File: config.mk
export PLATFORM = sky130hd
export DESIGN_NAME = compound_out_arbiter
export DESIGN_NICKNAME = d
export VERILOG_FILES = /design/src/rtl/compound_out_arbiter_types.sv /design/src/rtl/top_level_types.sv /design/src/rtl/compound_out_arbiter.sv
export SDC_FILE = /design/constraint.sdc
export NUM_CORES = 1
export LEC_CHECK = 0
export ABC_CLOCK_PERIOD_IN_PS = 1500
export CAP_MARGIN = 25
export CORE_MARGIN = 2
export CORE_UTILIZATION = 25
export CTS_CLUSTER_DIAMETER = 200
export DETAILED_ROUTE_END_ITERATION = 8
export PLACE_DENSITY = 0.57
export SETUP_SLACK_MARGIN = 0.3
export SYNTH_ARGS = -nofsm -noshare
export SYNTH_HDL_FRONTEND = slang
export SYNTH_SLANG_ARGS = --single-unit
File: constraint.sdc
create_clock -name clk -period 1.5 [get_ports clk]
set_clock_uncertainty 0.2 [all_clocks]
set_input_delay 0.225 -clock clk [delete_from_list [all_inputs] [get_ports clk]]
set_output_delay 0.225 -clock clk [all_outputs]
set_load 0.02 [all_outputs]
File: src/rtl/compound_out_arbiter_types.sv
// Local types for the two-requester arbiter state machine.
`default_nettype none

package compound_out_arbiter_types;

  typedef enum logic [0:0] {
    IDLE = 1'b0,
    SEND = 1'b1
  } Sections;

  localparam int CNT_W = 8;

endpackage

`default_nettype wire

File: src/rtl/top_level_types.sv
// Shared message types: the compound payload and its access mode.
`default_nettype none

package top_level_types;

  typedef enum logic {
    READ  = 1'b0,
    WRITE = 1'b1
  } mode_e;

  typedef struct packed {
    mode_e      mode;
    logic [7:0] x;
    logic [7:0] y;
  } CompoundType;

  localparam CompoundType COMPOUND_RESET = '{mode: READ, x: 8'd0, y: 8'd0};

endpackage

`default_nettype wire

File: src/rtl/compound_out_arbiter.sv
// Two-input arbiter: grants A or B, holds the message in a one-entry output
// register until the consumer accepts it, and alternates priority under contention.
`default_nettype none

module compound_out_arbiter
  import top_level_types::*;
  import compound_out_arbiter_types::*;
(
  input  logic              clk,
  input  logic              rst,
  input  CompoundType       a_in,
  input  logic              a_in_sync,
  output logic              a_in_notify,
  input  CompoundType       b_in,
  input  logic              b_in_sync,
  output logic              b_in_notify,
  output CompoundType       c_out,
  input  logic              c_out_sync,
  output logic              c_out_notify,
  output logic              grant_id,
  output logic [CNT_W-1:0]  cnt_a_out,
  output logic [CNT_W-1:0]  cnt_b_out
);

  Sections            section_signal_q, section_signal_d;
  logic               prio_signal_q, prio_signal_d;
  CompoundType        c_out_q, c_out_d;
  logic               grant_q, grant_d;
  logic [CNT_W-1:0]   cnt_a_q, cnt_a_d;
  logic [CNT_W-1:0]   cnt_b_q, cnt_b_d;

  always_ff @(posedge clk or posedge rst) begin
    if (rst) begin
      section_signal_q <= IDLE;
      prio_signal_q    <= 1'b0;
      c_out_q          <= COMPOUND_RESET;
      grant_q          <= 1'b0;
      cnt_a_q          <= '0;
      cnt_b_q          <= '0;
    end else begin
      section_signal_q <= section_signal_d;
      prio_signal_q    <= prio_signal_d;
      c_out_q          <= c_out_d;
      grant_q          <= grant_d;
      cnt_a_q          <= cnt_a_d;
      cnt_b_q          <= cnt_b_d;
    end
  end

  always_comb begin
    a_in_notify      = 1'b0;
    b_in_notify      = 1'b0;
    section_signal_d = section_signal_q;
    prio_signal_d    = prio_signal_q;
    c_out_d          = c_out_q;
    grant_d          = grant_q;
    cnt_a_d          = cnt_a_q;
    cnt_b_d          = cnt_b_q;

    case (section_signal_q)
      IDLE: begin
        // rst gates the notifies so no requester sees a handshake during reset
        if (!rst) begin
          if (a_in_sync && (!b_in_sync || !prio_signal_q)) begin
            a_in_notify = 1'b1;
          end else if (b_in_sync) begin
            b_in_notify = 1'b1;
          end
        end
        if (a_in_notify) begin
          c_out_d          = a_in;
          grant_d          = 1'b0;
          cnt_a_d          = cnt_a_q + 8'd1;
          section_signal_d = SEND;
        end else if (b_in_notify) begin
          c_out_d          = b_in;
          grant_d          = 1'b1;
          cnt_b_d          = cnt_b_q + 8'd1;
          section_signal_d = SEND;
        end
      end
      SEND: begin
        if (c_out_sync) begin
          section_signal_d = IDLE;
          prio_signal_d    = ~grant_q;
        end
      end
      default: section_signal_d = IDLE;
    endcase
  end

  assign c_out        = c_out_q;
  assign c_out_notify = (section_signal_q == SEND);
  assign grant_id     = grant_q;
  assign cnt_a_out    = cnt_a_q;
  assign cnt_b_out    = cnt_b_q;

endmodule

`default_nettype wire

* Yosys cells after proc, flatten, opt, wreduce, memory -nomap -nowiden *
Index checks and enable logic that the tools add are counted.

operators by class
  add/subtract/negate cells = 2
  multiplexer cells = 17
  bitwise operators = 3
  reductions and logical operators = 9

operators with widths
  kind                                          number
  2-to-1 mux 17 bit                             2
  adder 8 x 1 -> 8 bit (second input constant)  2
  2-to-1 mux 1 bit                              14
  AND reduction 2 bit                           3
  NOT 1 bit                                     3
  AND reduction 3 bit                           1
  zero test 1 bit                               2
  one-hot mux 1 bit (2 select lines)            1
  nonzero test 2 bit                            1
  logical AND 1 bit                             1
  logical OR 1 bit                              1

word-level totals
  flip-flop bits (word level) = 36
  input port bits = 39
  output and inout port bits = 37

* Logic depth before layout (Yosys ltp) *
Gate-level depths: netlist (run 1).

  depth in word-level cells = 9
  gate-level depth with buffers = 7
  mapped depth without buffers = 4

* Least setup slack after synthesis (run 1) *
No wires, ideal clock.

  kind = register to register
  start = reg prio_signal_q
  end = reg cnt_a_q[1] (netlist: cnt_a_out[1])
  arrival time = 1.323 ns
  setup slack = -0.150 ns
  stages on the path, launching flop included = 4
  path buffers = 0
  cells stage by stage = dfrtp_1 -> a21bo_4 -> nor3_4 -> mux2_1

on the way
  cells in the longest elaborated chain, start to end = 7

RTL lines
  what                                  RTL line                    RTL
  start, declared                       compound_out_arbiter.sv:26  logic prio_signal_q, prio_signal_d;
  start signal, assigned                compound_out_arbiter.sv:42  prio_signal_q <= prio_signal_d;
  zero test 1 bit                       compound_out_arbiter.sv:64  if (a_in_sync && (!b_in_sync || !prio_signal_q)) begin
  logical OR 1 bit                      compound_out_arbiter.sv:64
  logical AND 1 bit                     compound_out_arbiter.sv:64
  2-to-1 mux 1 bit                      compound_out_arbiter.sv:64
  2-to-1 mux 1 bit                      compound_out_arbiter.sv:63  if (!rst) begin
  2-to-1 mux 1 bit                      compound_out_arbiter.sv:60  case (section_signal_q)
  AND reduction 2 bit (no source line)  --
  end signal, assigned                  compound_out_arbiter.sv:45  cnt_a_q <= cnt_a_d;
  end, declared                         compound_out_arbiter.sv:29  logic [CNT_W-1:0] cnt_a_q, cnt_a_d;

Every way passes these cells. The select of a mux whose other input is x is not followed.
A chain may end at the register's enable or synchronous reset.

* Worst setup path in the final report (run 1) *
  start = reg prio_signal_q
  end = reg c_out_q (netlist bit c_out[8])

on the way
  cells in the longest elaborated chain, start to end = 8
  elaborated cells between the ends (all ways) = 12
  those cells by class = mux: 7; reduce/logical: 5

RTL lines
  what                                  RTL line                    RTL
  zero test 1 bit (*)                   compound_out_arbiter.sv:64
  logical OR 1 bit (*)                  compound_out_arbiter.sv:64
  logical AND 1 bit (*)                 compound_out_arbiter.sv:64
  2-to-1 mux 1 bit                      compound_out_arbiter.sv:64
  2-to-1 mux 1 bit                      compound_out_arbiter.sv:63
  2-to-1 mux 1 bit                      compound_out_arbiter.sv:60
  nonzero test 2 bit (no source line)   --
  AND reduction 2 bit (no source line)  --
  end signal, assigned                  compound_out_arbiter.sv:43  c_out_q <= c_out_d;
  end, declared                         compound_out_arbiter.sv:27  CompoundType c_out_q, c_out_d;

Every way passes the cells marked *; elsewhere a longest branch is shown, timed or not. The select of a mux whose other input is x is not followed.

==> metrics.md, run 1 <==
| Metric | Value |
|---|---|
| Sequential-to-total area share from yosys stat | `53.8%` |
| Worst-path clk slew | `0.08 ns` |
| DR pass1 iterations | `7` |
| Share of the synthesized area in the top cell type | `53.8%` |
| TritonCTS sink count | `36` |
| Number of placed I/O pins | `76` |
| Final estimated routing congestion in global placement | `0.700` |
| Source-to-sink clock delay at the later pin of the worst-skew pair | `0.29 ns` |
| Diodes inserted | `0` |
| Cells traversed along the worst timing path | `a21bo_4, buf_6, nor2_8, buf_12, mux2i_2, a21oi_1` |
| Worst R2R Start | `prio_signal_q` |
| Number of CTS-inserted buffers | `5` |
| Number of cells in the finished layout apart from fillers | `336` |
| Overflow left after global routing | `0` |
| Cell Rows | `29` |
| Count of unique library cells instantiated by Yosys | `26` |
| Layout overhead on the synthesized area | `84.9%` |
| Global-route wire length before repair | `6970 microns` |
| Seq cells post-synth | `36` |
| Die outline area | `7370 sq um` |
| Count of endpoints failing hold in the final timing report | `0` |
| Final worst path period need | `1.70 ns` |
| Depth of the CTS H-tree | `2` |
| Cell at the root of the clock tree | `clkbuf_8` |
| Overall via count from detail_route | `1432` |
| CTS tree | `yes` |
| Detailed placement HPWL | `2840 microns` |
| Initial Util | `26.1%` |
| Type of element launching the critical path | `flip-flop` |
| MaxCap Viol Count | `0` |
| Arrival time of the worst setup path | `1.66 ns` |
| Endpoint of the worst register-to-register path | `c_out[8]` |
| Average wire per standard cell | `12.3 microns` |
| Overall fraction of global-route tracks in use | `12.2%` |
| Classification of the worst-slack hold path | `input pin to asynchronous set/reset pin` |
| Peak Freq | `589 MHz` |
| Arithmetic-cell share of the synthesized area counting full adders, half adders and majority gates | `1.49%` |
| Int Pwr | `2.82 mW` |
| Mapped Nets | `186` |
| Largest family of logic cells by synthesized area | `simple AND/OR/NAND/NOR gates` |
| Detailed router's first-iteration violation count | `38` |
| Worst Slack Setup Final | `-0.197 ns` |
| Run status | `finished with violations` |
| Critical path class | `flip-flop to flip-flop` |
| Fillcell total | `621` |
| Slew of the pin with the lowest slew margin | `0.254 ns` |
| Pin count of the biggest net entering global routing | `37` |
| Share of synthesized cell area in and, or, nand and nor gates | `14.6%` |
| Die Y-Extent | `85.9 microns` |
| Mux share of post-synthesis cell area | `11.5%` |
| Switching part of the total | `33.7%` |
| Proportion of layout cells with a drive suffix above 1 | `39.8%` |
| Fraction of power consumed by combinational cells | `45.8%` |
| Final count of pins violating max slew | `0` |
| Relative max-transition margin | `82.9%` |
| Core ar. | `6420 sq um` |
| Static power due to leakage | `1.38 nW` |
| Library cell contributing the largest single delay on the critical path | `dfrtp_1` |
| Dominant register cell in the synthesized netlist | `dfrtp_1` |
| Instance count of the mapped netlist | `145` |
| Layout net count | `299` |
| Number of enable flip-flop cells after synthesis | `0` |
| # port buffers | `75` |
| Syn Area/Cell | `11.6 sq um` |
| Share of the synthesized netlist area taken by xor and xnor gates | `7.32%` |
| Count leader, synth | `dfrtp_1` |
| Register-to-register path setup slack | `-0.20 ns` |
| Type of destination of the critical path | `flip-flop` |
| Final cycle utilization of the critical path | `113%` |
| Crit-path max FO | `9` |
| Mean number of vias per cell | `4.26` |
| Asr flop ratio synth | `100%` |
| Remaining DRCs | `4` |
| Vias in the first global route | `1454` |
| Largest incremental delay on the critical path | `0.42 ns` |
| RSZ-0062 raised after global routing | `true` |
| Placed Cells incl. Taps | `305` |
| Power density normalized to cell area | `1370 nW/um^2` |
| Area of the mapped netlist | `1680 sq um` |
| Peak supply drop | `0.000594 V` |
| Antenna violations before repair | `0` |
| Setup-failing EPs final | `27` |
| Data required time of the worst path | `1.47 ns` |
| Remaining antenna violation count after routing | `0` |
| Total negative slack for setup checks | `-3.33 ns` |
| Proportion of power drawn by the clock network | `19.8%` |
| Die width | `85.9 microns` |
| Sequential share of power | `34.3%` |
| Max clock buf depth | `2` |
| Share of the synthesized area in compound gates (AO/OA/AOI/OAI) | `7.24%` |
| Total wire length after detailed routing | `4130 microns` |
| Failing checks | `design-rule violations, negative setup slack` |
| Largest cells by area after synthesis | `dfrtp_1 (54%), mux2i_1 (10%), xnor2_1 (6.3%)` |
| Sw Pwr | `1.43 mW` |
| Most area-hungry cell type in the Yosys netlist | `dfrtp_1` |
| Warnings, synthesis | `0` |
| Top post-synthesis cells by count | `dfrtp_1 (36), nor2_1 (20), a21oi_1 (17), mux2i_1 (17), xnor2_1 (12)` |
| Logic depth of the worst register-to-register path | `6` |
[flip-flops by register name, summed over array words and instances (netlist names)]
name	count
grant_id	1
cnt_a_out	8
c_out	17
c_out_notify	1
cnt_b_out	8
prio_signal_q	1
[worst max-delay path, delay by kind of cell, from the launching register on]
kind | cells | cell delay, ns
DFF | 1 | 0.42
muxes | 1 | 0.21
buffers and inverters | 2 | 0.28
and+or+nand+nor | 1 | 0.12
AOI/OAI and AO/OA | 2 | 0.33
[cell type report]
type	instances	area, sq um	area share (%)
flip-flops and latches	36	902	29.1
multi-input cells	100	786	25.4
clock buffers	6	72.6	2.34
clock inverters	2	35.0	1.13
repair buffers	113	1190	38.6
inverters	2	11.3	0.363
well taps	77	96.3	3.11
[power by group through the flow]
| stage | logic (mW) | clock network (mW) | registers (mW) |
|---|---|---|---|
| 2_1_floorplan | 0.490 | 0 | 1.76 |
| 3_3_place_gp | 1.64 | 0 | 1.43 |
| 3_5_place_dp | 1.65 | 0 | 1.44 |
| 4_1_cts | 1.88 | 0.879 | 1.46 |
| 5_1_grt | 2.10 | 0.916 | 1.49 |
| 6_report | 1.95 | 0.842 | 1.46 |
[layout by cell type, fill, tap and decap left out, types with 2 or more instances in the layout]
| cell | count |
|---|---|
| buf_12 | 3 |
| nand2_1 | 4 |
| and3_1 | 2 |
| mux2i_2 | 2 |
| buf_4 | 24 |
| clkbuf_8 | 5 |
| xor2_1 | 2 |
| buf_16 | 2 |
| nor2_4 | 2 |
| nand2_2 | 3 |
| mux2_4 | 2 |
| nor2_1 | 18 |
| dfrtp_1 | 35 |
| nand4_1 | 5 |
| ha_1 | 2 |
| buf_6 | 45 |
| mux2i_1 | 15 |
| and2_1 | 2 |
| nand3_2 | 2 |
| xnor2_2 | 2 |
| xnor2_1 | 10 |
| dlygate4sd2_1 | 2 |
| clkdlybuf4s50_1 | 36 |
| a21oi_1 | 17 |
[per-layer routing]
layer | share of wire (%) | vias up | global-route usage [%]
li1 | - | 724 | -
met1 | 45 | 659 | 15.7
met2 | 48 | 43 | 19.0
met3 | 5.9 | 6 | 4.14
met4 | 1.3 | 0 | 4.33
met5 | 0 | - | 0
[repair_timing]
action | CTS | global route
hold buffers | 0 | 0
gates cloned | 2 | 0
setup endpoints to repair | 72 | 72
pin swaps | 15 | 7
setup buffers | 17 | 4
resized for setup | 239 | 10
[kinds of logic (layout without fill, tap and decap cells)]
family / after synthesis / after routing
AO/OA/AOI/OAI: 21 / 21
XOR/XNOR: 14 / 14
adder cells (fa/ha/maj): 2 / 2
buffers and inverters: 9 / 123
flip-flops: 36 / 36
multiplexers: 19 / 19
AND/OR/NAND/NOR: 44 / 44
[per-stage QoR]
| step | utilization (%) | setup WS [ns] | cell area [sq um] | hold WS (ns) | power, mW |
|---|---|---|---|---|---|
| final | 48.2 | -0.197 | 3100 | 0.249 | 4.25 |
| after CTS | 47.0 | -0.226 | 3020 | 0.249 | 4.22 |
| after floorplan | - | -0.150 | 1720 | 0.173 | 2.25 |
| after detailed placement | 41.1 | -0.682 | 2640 | 0.258 | 3.09 |
| after global placement | 41.1 | -0.663 | 2640 | 0.253 | 3.07 |
| after global routing | 48.2 | -0.267 | 3100 | 0.293 | 4.51 |
[worst max-delay path by stage]
stage / slack (ns) / cells after the start / from / to
global placement: -0.66 / 4 / a_in_sync / a_in_notify
finish: -0.20 / 6 / prio_signal_q / c_out[8]
CTS: -0.23 / 6 / prio_signal_q / c_out[8]
global route: -0.27 / 6 / prio_signal_q / c_out[4]
detailed placement: -0.68 / 4 / a_in_sync / a_in_notify
floorplan: -0.15 / 3 / prio_signal_q / cnt_a_out[1]
Note: power is estimated with default switching activity, not from simulation.
==> run 2: changes to the inputs <==
ABC_CLOCK_PERIOD_IN_PS = 1350   (was 1500)
CORE_UTILIZATION = 37   (was 25)
PLACE_DENSITY = 0.77   (was 0.57)
clock period = 1.35 ns   (was 1.5 ns; I/O delays follow)
==> metrics.md, run 2 (same netlist as run 1, synthesis figures left out) <==
| Metric | Value |
|---|---|
| Final cell area excluding filler cells | `3250 sq um` |
| Sequential share of power | `34.0%` |
| Remaining antenna violation count after routing | `0` |
| Worst Slack Setup Final | `-0.334 ns` |
| # port buffers | `75` |
| Initial Util | `38.5%` |
| Int Pwr | `3.13 mW` |
| Slew of the pin with the lowest slew margin | `0.274 ns` |
| Library cell contributing the largest single delay on the critical path | `dfrtp_1` |
| Vias in the first global route | `1673` |
| Post-detailed-placement cell area | `2710 sq um` |
| Layout overhead on the synthesized area | `93.8%` |
| Die Y-Extent | `71.3 microns` |
| Number of CTS-inserted buffers | `5` |
| TritonCTS sink count | `36` |
| Max clock buf depth | `2` |
| Core ar. | `4350 sq um` |
| Power density normalized to cell area | `1480 nW/um^2` |
| Setup-failing EPs final | `37` |
| Remaining DRCs | `0` |
| Run status | `finished with violations` |
| Final worst path period need | `1.68 ns` |
| Worst-path clk slew | `0.07 ns` |
| Sw Pwr | `1.67 mW` |
| Largest incremental delay on the critical path | `0.41 ns` |
| Cell at the root of the clock tree | `clkbuf_8` |
| Layout net count | `314` |
| Peak Freq | `594 MHz` |
| RSZ-0062 raised after global routing | `true` |
| Relative max-transition margin | `81.6%` |
| Total wire length after detailed routing | `4580 microns` |
| Cell Rows | `24` |
| Type of destination of the critical path | `flip-flop` |
| Depth of the CTS H-tree | `2` |
| Fraction of power consumed by combinational cells | `49.8%` |
| Overflow left after global routing | `0` |
| Number of flip-flops in the largest register | `17` |
| DR pass1 iterations | `4` |
| Failing checks | `negative setup slack` |
| Source-to-sink clock delay at the later pin of the worst-skew pair | `0.28 ns` |
| Detailed placement HPWL | `2920 microns` |
| Diodes inserted | `0` |
| Die width | `71.3 microns` |
| Most common cell after layout, fill and taps aside | `buf_6` |
| Classification of the worst-slack hold path | `input pin to asynchronous set/reset pin` |
| Arrival time of the worst setup path | `1.66 ns` |
| Critical path class | `flip-flop to flip-flop` |
| Antenna violations before repair | `0` |
| Final hold slack | `0.102 ns` |
| Proportion of power drawn by the clock network | `16.3%` |
| Count of endpoints failing hold in the final timing report | `0` |
| Average wire per standard cell | `14.1 microns` |
| Mean number of vias per cell | `4.79` |
| MaxCap Viol Count | `0` |
| Pin count of the biggest net entering global routing | `22` |
| Number of cells in the finished layout apart from fillers | `326` |
| Crit-path max FO | `3` |
| Detailed router's first-iteration violation count | `37` |
| Overall via count from detail_route | `1562` |
| Proportion of layout cells with a drive suffix above 1 | `44.2%` |
| Switching part of the total | `34.8%` |
| Final count of pins violating max slew | `0` |
| CTS tree | `yes` |
| Final estimated routing congestion in global placement | `0.758` |
| Static power due to leakage | `1.47 nW` |
| Global-route wire length before repair | `7580 microns` |
| Cells traversed along the worst timing path | `a21bo_4, buf_6, nor4_4, nand4_1, xnor2_1` |
| Type of element launching the critical path | `flip-flop` |
| Data required time of the worst path | `1.32 ns` |
| Placed Cells incl. Taps | `292` |
| Peak supply drop | `0.00116 V` |
| Pre-CTS WS | `-0.763 ns` |
| Overall fraction of global-route tracks in use | `19.1%` |
| Final cycle utilization of the critical path | `125%` |
| Die outline area | `5080 sq um` |
| Highest-count cells in the layout ignoring fill and taps | `buf_6 (49), clkdlybuf4s50_1 (36), dfrtp_1 (35)` |
| Number of placed I/O pins | `76` |
==> run 2: cell count changes in the layout (fill, tap and decap cells not counted), moves of 2 or more <==
cell | previous run | this run
buf_4 | 24 | 33
buf_6 | 45 | 49
buf_12 | 3 | 5
nand3_2 | 2 | 0
nand3_4 | 1 | 3
==> run 2: what timing repair did <==
action | CTS | global route
gates cloned | 2 | 0
hold buffers | 0 | 0
gates resized for setup | 246 | 13
buffers inserted | 18 | 6
pin swaps | 14 | 13
setup endpoints to repair | 73 | 73
==> run 2: area by class of cell <==
class | count | area, sq um
timing repair buffer | 128 | 1350
fill | 311 | 1110
sequential | 36 | 902
multi-input combinational | 100 | 826
clock buffer | 8 | 90.1
tap | 52 | 65.1
inverter | 2 | 11.3
==> run 2: final timing paths <==
check | start | to | slack [ns] | cells past startpoint
max reg2reg | prio_signal_q | cnt_a_out[7] | -0.33 | 5
max in group asynchronous | rst | c_out[5] | 0.70 | 4
min | rst | c_out_notify | 0.10 | 4
min reg2reg | prio_signal_q | prio_signal_q | 0.34 | 2
max | prio_signal_q | cnt_a_out[7] | -0.33 | 5
min in group clk | b_in[15] | c_out[15] | 0.34 | 3
==> run 2: routing by layer <==
metal | vias up | routed length [microns] | GRT usage, %
li1 | 753 | - | -
met1 | 751 | 1710 | 21.4
met2 | 50 | 2540 | 34.8
met3 | 8 | 265 | 5.49
met4 | 0 | 65 | 5.87
met5 | - | 0 | 0
==> run 2: power by group through the flow <==
stage	Combinational [mW]	Sequential [mW]	Clock, mW
floorplan	0.544	1.95	0
global route	2.53	1.67	0.841
CTS	2.26	1.62	0.800
finish	2.39	1.63	0.781
detailed placement	1.95	1.58	0
global placement	1.91	1.57	0
==> run 2: stage by stage <==
stage | util [%] | setup TNS (ns) | power, mW
4_1_cts | 71.8 | -8.89 | 4.67
5_1_grt | 74.6 | -11.33 | 5.04
3_5_place_dp | 62.2 | -21.16 | 3.52
3_3_place_gp | 62.2 | -19.97 | 3.48
6_report | 74.6 | -8.87 | 4.80
2_1_floorplan | - | -4.59 | 2.50
==> run 2: critical path, delay by kind of cell (launching register included) <==
family	cells	cell delay (ns)
XOR/XNOR	1	0.15
AND/OR/NAND/NOR	2	0.44
AO/OA/AOI/OAI	1	0.24
buffers and inverters	1	0.13
flip-flops	1	0.41
